**config.mk**
```make
export PLATFORM = sky130hd
export DESIGN_NAME = uart_rx_flat
export DESIGN_NICKNAME = d
export VERILOG_FILES = /design/src/rtl/uart_rx_pkg.sv /design/src/rtl/uart_rx_if.sv /design/src/rtl/uart_rx_sync.sv /design/src/rtl/uart_rx.sv /design/src/flat_wrapper.sv
export SDC_FILE = /design/constraint.sdc
export NUM_CORES = 1
export LEC_CHECK = 0
export ABC_AREA = 1
export CAP_MARGIN = 20
export CORE_MARGIN = 10
export CORE_UTILIZATION = 45
export CTS_CLUSTER_DIAMETER = 150
export DETAILED_ROUTE_END_ITERATION = 7
export PLACE_DENSITY = 0.75
export SLEW_MARGIN = 20
export SYNTH_ARGS = -nofsm -noshare
export SYNTH_HDL_FRONTEND = slang
export SYNTH_SLANG_ARGS = --single-unit
```
**constraint.sdc**
```tcl
create_clock -name clk -period 3.7 [get_ports clk]
set_clock_uncertainty 0.15 [all_clocks]
set_input_delay 1.11 -clock clk [delete_from_list [all_inputs] [get_ports clk]]
set_output_delay 1.11 -clock clk [all_outputs]
set_load 0.05 [all_outputs]
```
**src/rtl/uart_rx_pkg.sv**
```systemverilog
// uart_rx_pkg: constants and types shared by the 8N1 UART receiver slice.
//   B115200    : clk cycles per bit at 115200 baud from a 12 MHz clock
//   DATA_BITS  : payload bits per frame
//   uart_state_t : receiver FSM states
package uart_rx_pkg;

    localparam int B115200   = 104;
    localparam int DATA_BITS = 8;

    typedef enum logic [2:0] {
        IDLE  = 3'd0,
        START = 3'd1,
        DATA  = 3'd2,
        STOP  = 3'd3,
        BREAK = 3'd4
    } uart_state_t;

endpackage

```
**src/rtl/uart_rx_if.sv**
```systemverilog
// uart_rx_if: serial line plus received-byte outputs of the UART receiver.
//   rx        : serial line, idle high (driven by the line side)
//   data      : last correctly framed byte
//   rcv       : one-cycle strobe, data updated
//   frame_err : one-cycle strobe, stop bit sampled low
// Modports: slave = the receiver, master = whatever drives the line and
// consumes the bytes.
interface uart_rx_if;
    import uart_rx_pkg::*;

    logic                 rx;
    logic [DATA_BITS-1:0] data;
    logic                 rcv;
    logic                 frame_err;

    modport master (output rx, input data, input rcv, input frame_err);
    modport slave  (input rx, output data, output rcv, output frame_err);

endinterface

```
**src/rtl/uart_rx_sync.sv**
```systemverilog
// uart_rx_sync: two-flop synchronizer for the asynchronous rx line.
//   clk  : system clock
//   rst  : synchronous active-high reset, both flops go to the idle level 1
//   rx   : asynchronous serial input
//   rx_s : synchronized copy (second flop)
module uart_rx_sync (
    input  logic clk,
    input  logic rst,
    input  logic rx,
    output logic rx_s
);

    logic rx_meta;

    // Two back-to-back flops; resetting to 1 keeps a reset from looking
    // like a start bit.
    always_ff @(posedge clk) begin
        if (rst) begin
            rx_meta <= 1'b1;
            rx_s    <= 1'b1;
        end else begin
            rx_meta <= rx;
            rx_s    <= rx_meta;
        end
    end

endmodule

```
**src/rtl/uart_rx.sv**
```systemverilog
// uart_rx: 8N1 UART receiver, oversampling rx with a cycle counter
// (clock enable style, no derived clock).
//   M         : clk cycles per bit, M >= 4
//   clk       : system clock
//   rst       : synchronous active-high reset; aborts a frame silently
//   bus.rx    : serial line, idle high
//   bus.data  : last correctly framed byte, LSB received first
//   bus.rcv   : one-cycle strobe when data updates
//   bus.frame_err : one-cycle strobe when the stop bit is sampled low
module uart_rx
    import uart_rx_pkg::*;
#(
    parameter int M = B115200
) (
    input  logic clk,
    input  logic rst,
    uart_rx_if.slave bus
);

    localparam int CW = $clog2(M);
    localparam int BW = $clog2(DATA_BITS);
    localparam logic [CW-1:0] HALF_LAST = CW'(M / 2 - 1);
    localparam logic [CW-1:0] BIT_LAST  = CW'(M - 1);
    localparam logic [BW-1:0] IDX_LAST  = BW'(DATA_BITS - 1);

    logic                 rx_s;
    uart_state_t          state;
    uart_state_t          state_next;
    logic [CW-1:0]        cnt;
    logic [BW-1:0]        bit_idx;
    logic [DATA_BITS-1:0] shifter;
    logic [DATA_BITS-1:0] data_q;
    logic                 rcv_q;
    logic                 err_q;
    logic                 shift_en;
    logic                 rcv_set;
    logic                 err_set;
    logic                 cnt_run;

    uart_rx_sync u_sync (
        .clk  (clk),
        .rst  (rst),
        .rx   (bus.rx),
        .rx_s (rx_s)
    );

    // State register for the frame FSM.
    always_ff @(posedge clk) begin
        if (rst) begin
            state <= IDLE;
        end else begin
            state <= state_next;
        end
    end

    // Next-state decode. START samples mid start bit to reject glitches;
    // DATA and STOP sample one full bit later each, i.e. at bit centres.
    always_comb begin
        state_next = state;
        shift_en   = 1'b0;
        rcv_set    = 1'b0;
        err_set    = 1'b0;
        cnt_run    = 1'b0;
        case (state)
            IDLE: begin
                if (!rx_s) begin
                    state_next = START;
                end
            end
            START: begin
                cnt_run = 1'b1;
                if (cnt == HALF_LAST) begin
                    state_next = rx_s ? IDLE : DATA;
                end
            end
            DATA: begin
                cnt_run = 1'b1;
                if (cnt == BIT_LAST) begin
                    shift_en = 1'b1;
                    if (bit_idx == IDX_LAST) begin
                        state_next = STOP;
                    end
                end
            end
            STOP: begin
                cnt_run = 1'b1;
                if (cnt == BIT_LAST) begin
                    if (rx_s) begin
                        rcv_set    = 1'b1;
                        state_next = IDLE;
                    end else begin
                        err_set    = 1'b1;
                        state_next = BREAK;
                    end
                end
            end
            BREAK: begin
                if (rx_s) begin
                    state_next = IDLE;
                end
            end
            default: begin
                state_next = IDLE;
            end
        endcase
    end

    // Datapath: the bit timer restarts on every state change, bits shift
    // in from the MSB side so the first (LSB) bit ends up in bit 0, and the
    // strobes are registered so each lasts exactly one cycle.
    always_ff @(posedge clk) begin
        if (rst) begin
            cnt     <= '0;
            bit_idx <= '0;
            shifter <= '0;
            data_q  <= '0;
            rcv_q   <= 1'b0;
            err_q   <= 1'b0;
        end else begin
            rcv_q <= rcv_set;
            err_q <= err_set;
            if (state_next != state) begin
                cnt <= '0;
            end else if (cnt_run) begin
                cnt <= cnt + CW'(1);
            end
            if (state == START && state_next == DATA) begin
                bit_idx <= '0;
            end else if (shift_en) begin
                bit_idx <= bit_idx + BW'(1);
            end
            if (shift_en) begin
                shifter <= {rx_s, shifter[DATA_BITS-1:1]};
            end
            if (rcv_set) begin
                data_q <= shifter;
            end
        end
    end

    assign bus.data      = data_q;
    assign bus.rcv       = rcv_q;
    assign bus.frame_err = err_q;

endmodule

```
**src/flat_wrapper.sv**
```systemverilog
// flat-port wrapper written by rule: the top's interface ports become plain ports
module uart_rx_flat import uart_rx_pkg::*;
#(
    parameter int M = B115200
)
  (clk, rst, bus_rx, bus_data, bus_rcv, bus_frame_err);
  uart_rx_if bus_i ();
  input  logic clk;
  input  logic rst;
  input wire logic [$bits(bus_i.rx)-1:0] bus_rx;
  output wire logic [$bits(bus_i.data)-1:0] bus_data;
  output wire logic [$bits(bus_i.rcv)-1:0] bus_rcv;
  output wire logic [$bits(bus_i.frame_err)-1:0] bus_frame_err;
  assign bus_i.rx = bus_rx;
  assign bus_data = bus_i.data;
  assign bus_rcv = bus_i.rcv;
  assign bus_frame_err = bus_i.frame_err;
  uart_rx #(.M(M)) u_core (.clk(clk), .rst(rst), .bus(bus_i));
endmodule
```
==> impl_metrics.yaml, run 1 <==
power_and_ir_drop:
  p_leak_nw: 0.675
  p_switching_w: 0.000143
  powerDensity_nw_per_um2: 373
  power.internal_w: 0.000530
  swShare: 0.212
  clockPowerShare: 0.419
  worst_ir_drop_vdd_v: 0.000181
  combPwrFrac: 0.046
  pwr-share-seq: 0.535
placement:
  pre_cts_slack_ns: 1.08
  gp_congestion: 0.800
  dp_hpwl_um: 2070
  io_buffers: 12
finish:
  final_common_cell: "dfxtp_1"
  antenna_cells: 0
  fill_cells: 337
  multi_input_area_um2: 787
  seqCellArea_um2: 661
  final_cell_mix: "dfxtp_1, nor2_1, inv_1, nand2_1, a21oi_1"
  syn_to_final_growth_pct: 14.3
  nNetsFinal: 206
  layout-drive-gt1-share: 0.209
die:
  rows: 21
  initial_core_util: 0.469
  num_io_pins: 13
  core_area_um2: 3360
  fp.dieW_um: 79.2
  die_h_um: 79.2
  floorplan.die_area_um2: 6280
timing:
  hold_violations: 0
  period_minus_slack_ns: 2.75
  tightest_slew_ns: 0.512
  finalCritPeriodShare: 0.744
  rsz0062_at_grt: "no"
  layout_setup_ws_ns: 0.948
  fmax_ghz: 0.363
  drv_slew: 0
  setup_tns_ns: 0
  slew_headroom: 0.658
  setup_viol: 0
yosys:
  ys_seq_elements: 33
  synth_nets: 191
  synthCells: 185
  synth.area.top_cells: "dfxtp_1, nor2_1, nor3_2"
  ys_seq_area_frac: 0.418
  synth-edff-count: 0
  synth-main-ff-cell: "dfxtp_1"
  synth.yosys.warnings: 0
  synth.avg_cell_area_um2: 8.54
  mappedNetlistArea_um2: 1580
  async_flop_share: 0
  synth_top_cell_area_share: 0.418
  synth_cell_types: 30
  synth_largest_area_cell: "dfxtp_1"
status:
  status: "finished, final reports clean"
critical_path:
  critPathKind: "flip-flop to output port"
  required_ns: 2.44
  startpoint: "u_core.bus.data[1]"
  critical-path-max-stage-delay_ns: 0.82
  worstReg2RegStart: "u_core.cnt[0]"
  cp-start-kind: "flip-flop"
  cp.arrival_ns: 1.49
  path_buf_inv: 1
  critPathCaptureType: "output port"
  cp_top_family: "buffers and inverters"
  crit_chain: "clkdlybuf4s50_1"
  path_max_fanout: 2
  slowest_stage: "clkdlybuf4s50_1"
global_routing:
  overflow: 0
  grt_pass1_vias: 1146
  grt_usage: 0.101
  grt_max_degree: 19
  grt_pass1_wl_um: 5130
  antenna_found_initial: 0
routing:
  routed_wl_um: 2810
  vias_per_cell: 4.81
  drt_iter0_drc: 83
  postRouteAntennaNets: 0
  vias: 1189
  firstDrtPassIters: 4
  drc_errors: 0
  wl_per_cell_um: 11.4
hold_path:
  hold_class: "flip-flop to flip-flop"
  hp-start: "u_core.u_sync.rx_meta"
clock_tree:
  cts.clk_slew.worst_paths_ns: 0.10
  h-tree-depth: 2
  cts_resized: 0
  clock_latency_ns: 0.33
  ctsHoldBuffers: 0
  post_cts_buffers: 0
  ctsRootBufferMaster: "clkbuf_4"
  cts.sinks: 33
  cts.path.max_buffers: 2
  cts_tree: "done"
  cts_buffers: 5
job:
  maxCapViolations: 0
-- cell usage after synthesis (4+ instances only) --
master,count
inv_1,21
a21oi_1,13
o21ai_1,8
nor2_1,24
nand2_2,5
nor3_2,8
inv_2,4
o21ai_0,11
dfxtp_1,33
nand2_1,20
-- through the flow --
| step | cells | util | area (µm²) | power, W | hold WS [ns] |
|---|---|---|---|---|---|
| global route | 247 | 0.536 | 1800 | 0.000698 | 0.300 |
| floorplan | 185 | - | 1580 | 0.000391 | 0.239 |
| CTS | 247 | 0.536 | 1800 | 0.000683 | 0.273 |
| global placement | 239 | 0.511 | 1720 | 0.000399 | 0.256 |
| finish | 247 | 0.536 | 1800 | 0.000672 | 0.270 |
| detailed placement | 239 | 0.511 | 1720 | 0.000399 | 0.244 |
-- logic make-up (layout without fill, tap and decap cells) --
family | after synthesis | after routing | synth area share
AND/OR/NAND/NOR | 77 | 77 | 0.303
AO/OA/AOI/OAI | 39 | 39 | 0.149
flip-flops | 33 | 33 | 0.418
buffers and inverters | 29 | 45 | 0.0832
XOR/XNOR | 4 | 4 | 0.0222
adder cells (fa/ha/maj) | 3 | 3 | 0.0238
-- layout make-up --
type | count | area share
multi-input combinational | 123 | 0.436
timing repair buffer | 12 | 0.0666
clock buffer | 7 | 0.0305
inverter | 25 | 0.0520
clock inverter | 1 | 0.0166
sequential | 33 | 0.366
tap | 46 | 0.0319
-- per-layer routing --
layer	vias to the layer above	track usage	share of wire
met4	0	0.0556	0.020
met3	6	0.0484	0.062
met2	23	0.157	0.46
li1	634	-	-
met1	526	0.111	0.46
met5	-	0	0
-- flip-flops by register name (all words and copies together) (netlist names) --
register / cells
u_core.u_sync.rx_s: 1
u_core.bit_idx: 3
u_core.cnt: 7
u_core.bus.frame_err: 1
u_core.bus.rcv: 1
u_core.shifter: 8
u_core.state: 3
u_core.bus.data: 8
u_core.u_sync.rx_meta: 1
-- power groups by stage --
| stage | clock network, W | logic [W] | registers [W] |
|---|---|---|---|
| 2_1_floorplan | 0 | 0.0000235 | 0.000367 |
| 3_3_place_gp | 0 | 0.0000307 | 0.000368 |
| 3_5_place_dp | 0 | 0.0000307 | 0.000368 |
| 4_1_cts | 0.000292 | 0.0000309 | 0.000360 |
| 5_1_grt | 0.000303 | 0.0000350 | 0.000361 |
| 6_report | 0.000282 | 0.0000308 | 0.000360 |
-- worst paths after layout --
path	endpoint	slack (ns)	cells after the start
hold / removal	u_core.u_sync.rx_s	0.27	1
setup reg to reg	u_core.cnt[3]	1.90	8
hold reg to reg	u_core.u_sync.rx_s	0.27	1
setup / recovery	bus_data[1]	0.95	1
No activity file was read; power rests on OpenSTA's default activity.
==> inputs of run 2 (changes only) <==
==> constraint.sdc (replaced) <==
create_clock -name clk -period 2.7 [get_ports clk]
set_clock_uncertainty 0.15 [all_clocks]
set_input_delay 0.81 -clock clk [delete_from_list [all_inputs] [get_ports clk]]
set_output_delay 0.81 -clock clk [all_outputs]
set_load 0.05 [all_outputs]
==> impl_metrics.yaml, run 2 (same netlist as run 1, synthesis figures left out) <==
hold_path:
  hold_class: "flip-flop to flip-flop"
die:
  core_area_um2: 3360
  rows: 21
  die_h_um: 79.2
  fp.dieW_um: 79.2
  floorplan.die_area_um2: 6280
  initial_core_util: 0.469
  num_io_pins: 13
timing:
  drv_slew: 0
  rsz0062_at_grt: "no"
  slew_headroom: 0.658
  setup_viol: 0
  hold_violations: 0
  period_minus_slack_ns: 2.46
  setup_tns_ns: 0
  layout_setup_ws_ns: 0.236
  fmax_ghz: 0.406
  finalCritPeriodShare: 0.913
  tightest_slew_ns: 0.512
clock_tree:
  ctsHoldBuffers: 0
  clock_latency_ns: 0.33
  cts.clk_slew.worst_paths_ns: 0.10
  cts.path.max_buffers: 2
  cts_resized: 0
  cts.sinks: 33
  cts_tree: "done"
  cts_buffers: 5
  h-tree-depth: 2
  ctsRootBufferMaster: "clkbuf_4"
  post_cts_buffers: 0
global_routing:
  use_met1: 0.108
  top_usage_layer: "met2"
  overflow: 0
  gr-usage-met2: 0.154
  antenna_found_initial: 0
  grt_pass1_wl_um: 4900
  grt_usage: 0.0962
  grt_max_degree: 19
  met3_usage: 0.0450
  grt_pass1_vias: 1095
critical_path:
  path_buf_inv: 1
  critPathKind: "flip-flop to output port"
  critical-path-max-stage-delay_ns: 0.82
  cp-start-kind: "flip-flop"
  required_ns: 1.74
  crit_chain: "clkdlybuf4s50_1"
  path_max_fanout: 2
  cp_top_family: "buffers and inverters"
  critPathCaptureType: "output port"
  slowest_stage: "clkdlybuf4s50_1"
  cp.arrival_ns: 1.50
placement:
  dp.cells: 239
  gp_congestion: 0.800
  dp_hpwl_um: 2030
  io_buffers: 12
  pre_cts_slack_ns: 0.374
finish:
  final_cell_mix: "dfxtp_1, nor2_1, inv_1, nand2_1, a21oi_1"
  fin_util: 0.532
  fill_cells: 335
  syn_to_final_growth_pct: 13.3
  antenna_cells: 0
  layout-drive-gt1-share: 0.214
  nNetsFinal: 206
  instances_no_fill: 247
  final_common_cell: "dfxtp_1"
power_and_ir_drop:
  p_leak_nw: 0.671
  powerDensity_nw_per_um2: 473
  worst_ir_drop_vdd_v: 0.000279
routing:
  routed_wl_um: 2730
  vias: 1167
  vias_per_cell: 4.72
  drt_iter0_drc: 84
  postRouteAntennaNets: 0
  drc_errors: 0
  wl_per_cell_um: 11.0
  firstDrtPassIters: 4
job:
  maxCapViolations: 0
status:
  status: "finished, final reports clean"
## run 2: changes by cell type in the layout (fill, tap and decap cells not counted)
cell	delta
clkbuf_8	+1
clkbuf_1	-1
clkinv_2	+1
bufinv_16	-1
## run 2: final cells by class
| type | instances | area [µm²] | area share |
|---|---|---|---|
| clock buffers | 7 | 65.1 | 0.0364 |
| flip-flops and latches | 33 | 661 | 0.369 |
| inverters | 25 | 93.8 | 0.0524 |
| clock inverters | 1 | 5.00 | 0.00280 |
| multi-input cells | 123 | 787 | 0.440 |
| well taps | 46 | 57.6 | 0.0322 |
| repair buffers | 12 | 120 | 0.0671 |
## run 2: worst paths after layout
kind | from | to | slack [ns] | cells after the start
worst max-delay path | u_core.bus.data[1] | bus_data[1] | 0.24 | 1
worst min-delay path | u_core.u_sync.rx_meta | u_core.u_sync.rx_s | 0.27 | 1
worst max register to register | u_core.cnt[0] | u_core.cnt[2] | 0.89 | 8
worst min register to register | u_core.u_sync.rx_meta | u_core.u_sync.rx_s | 0.27 | 1
## run 2: per-stage QoR
step	hold slack, ns	area (µm²)	total power (W)
6_report	0.267	1790	0.000847
5_1_grt	0.297	1790	0.000882
4_1_cts	0.270	1790	0.000859
3_5_place_dp	0.244	1720	0.000546
3_3_place_gp	0.256	1720	0.000546
2_1_floorplan	0.239	1580	0.000536
## run 2: routing by layer
metal	wire length, µm	vias up	part of all wire
met5	0	-	0
met4	49	0	0.018
met2	1250	17	0.46
li1	-	634	-
met3	150	5	0.055
met1	1280	511	0.47
## run 2: power by group
part / internal (W) / switching (W) / total, W
logic: 0.0000153 / 0.0000267 / 0.0000420
clock network: 0.000151 / 0.000161 / 0.000312
registers: 0.000490 / 0.00000340 / 0.000493
==> inputs of run 3 (changes only) <==
==> constraint.sdc (replaced) <==
create_clock -name clk -period 2.7 [get_ports clk]
set_clock_uncertainty 0.15 [all_clocks]
set_input_delay 0.27 -clock clk [delete_from_list [all_inputs] [get_ports clk]]
set_output_delay 0.27 -clock clk [all_outputs]
set_load 0.05 [all_outputs]
==> impl_metrics.yaml, run 3 (same netlist as run 1, synthesis figures left out) <==
status:
  status: "finished, final reports clean"
critical_path:
  cp.arrival_ns: 1.50
  path_buf_inv: 1
  path_max_fanout: 2
  critical-path-max-stage-delay_ns: 0.81
  ff2ff_setup_slack_ns: 0.92
  critPathCaptureType: "output port"
  critPathKind: "flip-flop to output port"
  cp_top_family: "buffers and inverters"
  worstReg2RegStart: "u_core.cnt[0]"
  r2r_end: "u_core.cnt[4]"
  required_ns: 2.28
  crit_chain: "clkdlybuf4s50_1"
  slowest_stage: "clkdlybuf4s50_1"
  cp-start-kind: "flip-flop"
  r2r_cells: 8
clock_tree:
  ctsRootBufferMaster: "clkbuf_4"
  cts_resized: 0
  cts.clk_slew.worst_paths_ns: 0.11
  h-tree-depth: 2
  ctsHoldBuffers: 0
  cts_tree: "done"
  cts.sinks: 33
  cts.path.max_buffers: 2
  clock_latency_ns: 0.34
  post_cts_buffers: 0
  cts_buffers: 5
finish:
  fill_cells: 332
  final_common_cell: "dfxtp_1"
  final_cell_mix: "dfxtp_1, nor2_1, inv_1, nand2_1, a21oi_1"
  nNetsFinal: 206
  instances_no_fill: 247
  fin_area_um2: 1770
  multi_input_area_um2: 787
  antenna_cells: 0
  layout-drive-gt1-share: 0.214
  syn_to_final_growth_pct: 12.4
  seqCellArea_um2: 661
  fin_util: 0.528
timing:
  setup_viol: 0
  hold_violations: 0
  finalCritPeriodShare: 0.709
  tightest_slew_ns: 0.506
  whs_ns: 0.284
  fmax_ghz: 0.522
  drv_slew: 0
  slew_headroom: 0.662
  rsz0062_at_grt: "no"
  period_minus_slack_ns: 1.92
  setup_tns_ns: 0
power_and_ir_drop:
  p_leak_nw: 0.660
  clockPowerShare: 0.337
  p_switching_w: 0.000205
  powerDensity_nw_per_um2: 455
  swShare: 0.253
  combPwrFrac: 0.053
  power.internal_w: 0.000603
  worst_ir_drop_vdd_v: 0.000181
  pwr-share-seq: 0.610
routing:
  vias_per_cell: 4.76
  vias: 1175
  drt_iter0_drc: 61
  postRouteAntennaNets: 0
  firstDrtPassIters: 4
  drc_errors: 0
  routed_wl_um: 2730
  wl_per_cell_um: 11.0
placement:
  gp_congestion: 0.799
  dp.cells: 239
  place_area_um2: 1720
  io_buffers: 12
  dp_hpwl_um: 1980
hold_path:
  hp-start: "u_core.u_sync.rx_meta"
  min_to: "u_core.u_sync.rx_s"
  hold_class: "flip-flop to flip-flop"
  min_delay_path_depth: 1
die:
  fp.dieW_um: 79.2
  die_h_um: 79.2
  core_area_um2: 3360
  rows: 21
  floorplan.die_area_um2: 6280
  initial_core_util: 0.469
  num_io_pins: 13
job:
  maxCapViolations: 0
global_routing:
  antenna_found_initial: 0
  overflow: 0
  grt_pass1_vias: 1158
  grt_usage: 0.0970
  grt_max_degree: 19
  grt_pass1_wl_um: 4920
==> run 3: power by group through the flow <==
stage	registers (W)	logic [W]	clock network [W]
6_report	0.000493	0.0000428	0.000272
5_1_grt	0.000494	0.0000468	0.000302
4_1_cts	0.000493	0.0000430	0.000283
3_5_place_dp	0.000504	0.0000428	0
3_3_place_gp	0.000504	0.0000429	0
2_1_floorplan	0.000504	0.0000323	0
==> run 3: how the worst max path moves through the flow <==
stage,from,to,cells past startpoint
final,u_core.bus.data[7],bus_data[7],1
after global routing,u_core.bus.data[0],bus_data[0],1
after CTS,u_core.bus.data[7],bus_data[7],1
after detailed placement,rst,u_core.bit_idx[1],4
after global placement,rst,u_core.bit_idx[1],4
after floorplan,u_core.cnt[0],u_core.cnt[0],8
==> run 3: stage by stage <==
step                setup slack [ns]  power (W)
CTS                            0.752   0.000820
floorplan                       1.08   0.000536
global route                   0.720   0.000842
finish                         0.784   0.000808
global placement               0.776   0.000547
detailed placement             0.779   0.000547
==> run 3: worst reg2reg max path, cell delays in order (launching register included) <==
cell and delay (ns):
dfxtp_1 0.38, ha_1 0.27, inv_1 0.11, nor2_4 0.12, nand3b_4 0.10, nand2_2 0.08, nand2_2 0.07, a31oi_4 0.34
nor3_2 0.06
==> run 3: final cells by class <==
class                   instances  area share
clock inverters                 3     0.00987
well taps                      46      0.0324
repair buffers                 12      0.0677
multi-input cells             123       0.444
clock buffers                   5      0.0212
flip-flops and latches         33       0.372
inverters                      25      0.0529
==> run 3: per-layer routing <==
layer  routed length [µm]  vias to the layer above  global-route usage
met1                 1350                      525               0.101
li1                     -                      630                   -
met4                   57                        0              0.0484
met2                 1220                       15               0.162
met3                  103                        5              0.0428
met5                    0                        -                   0
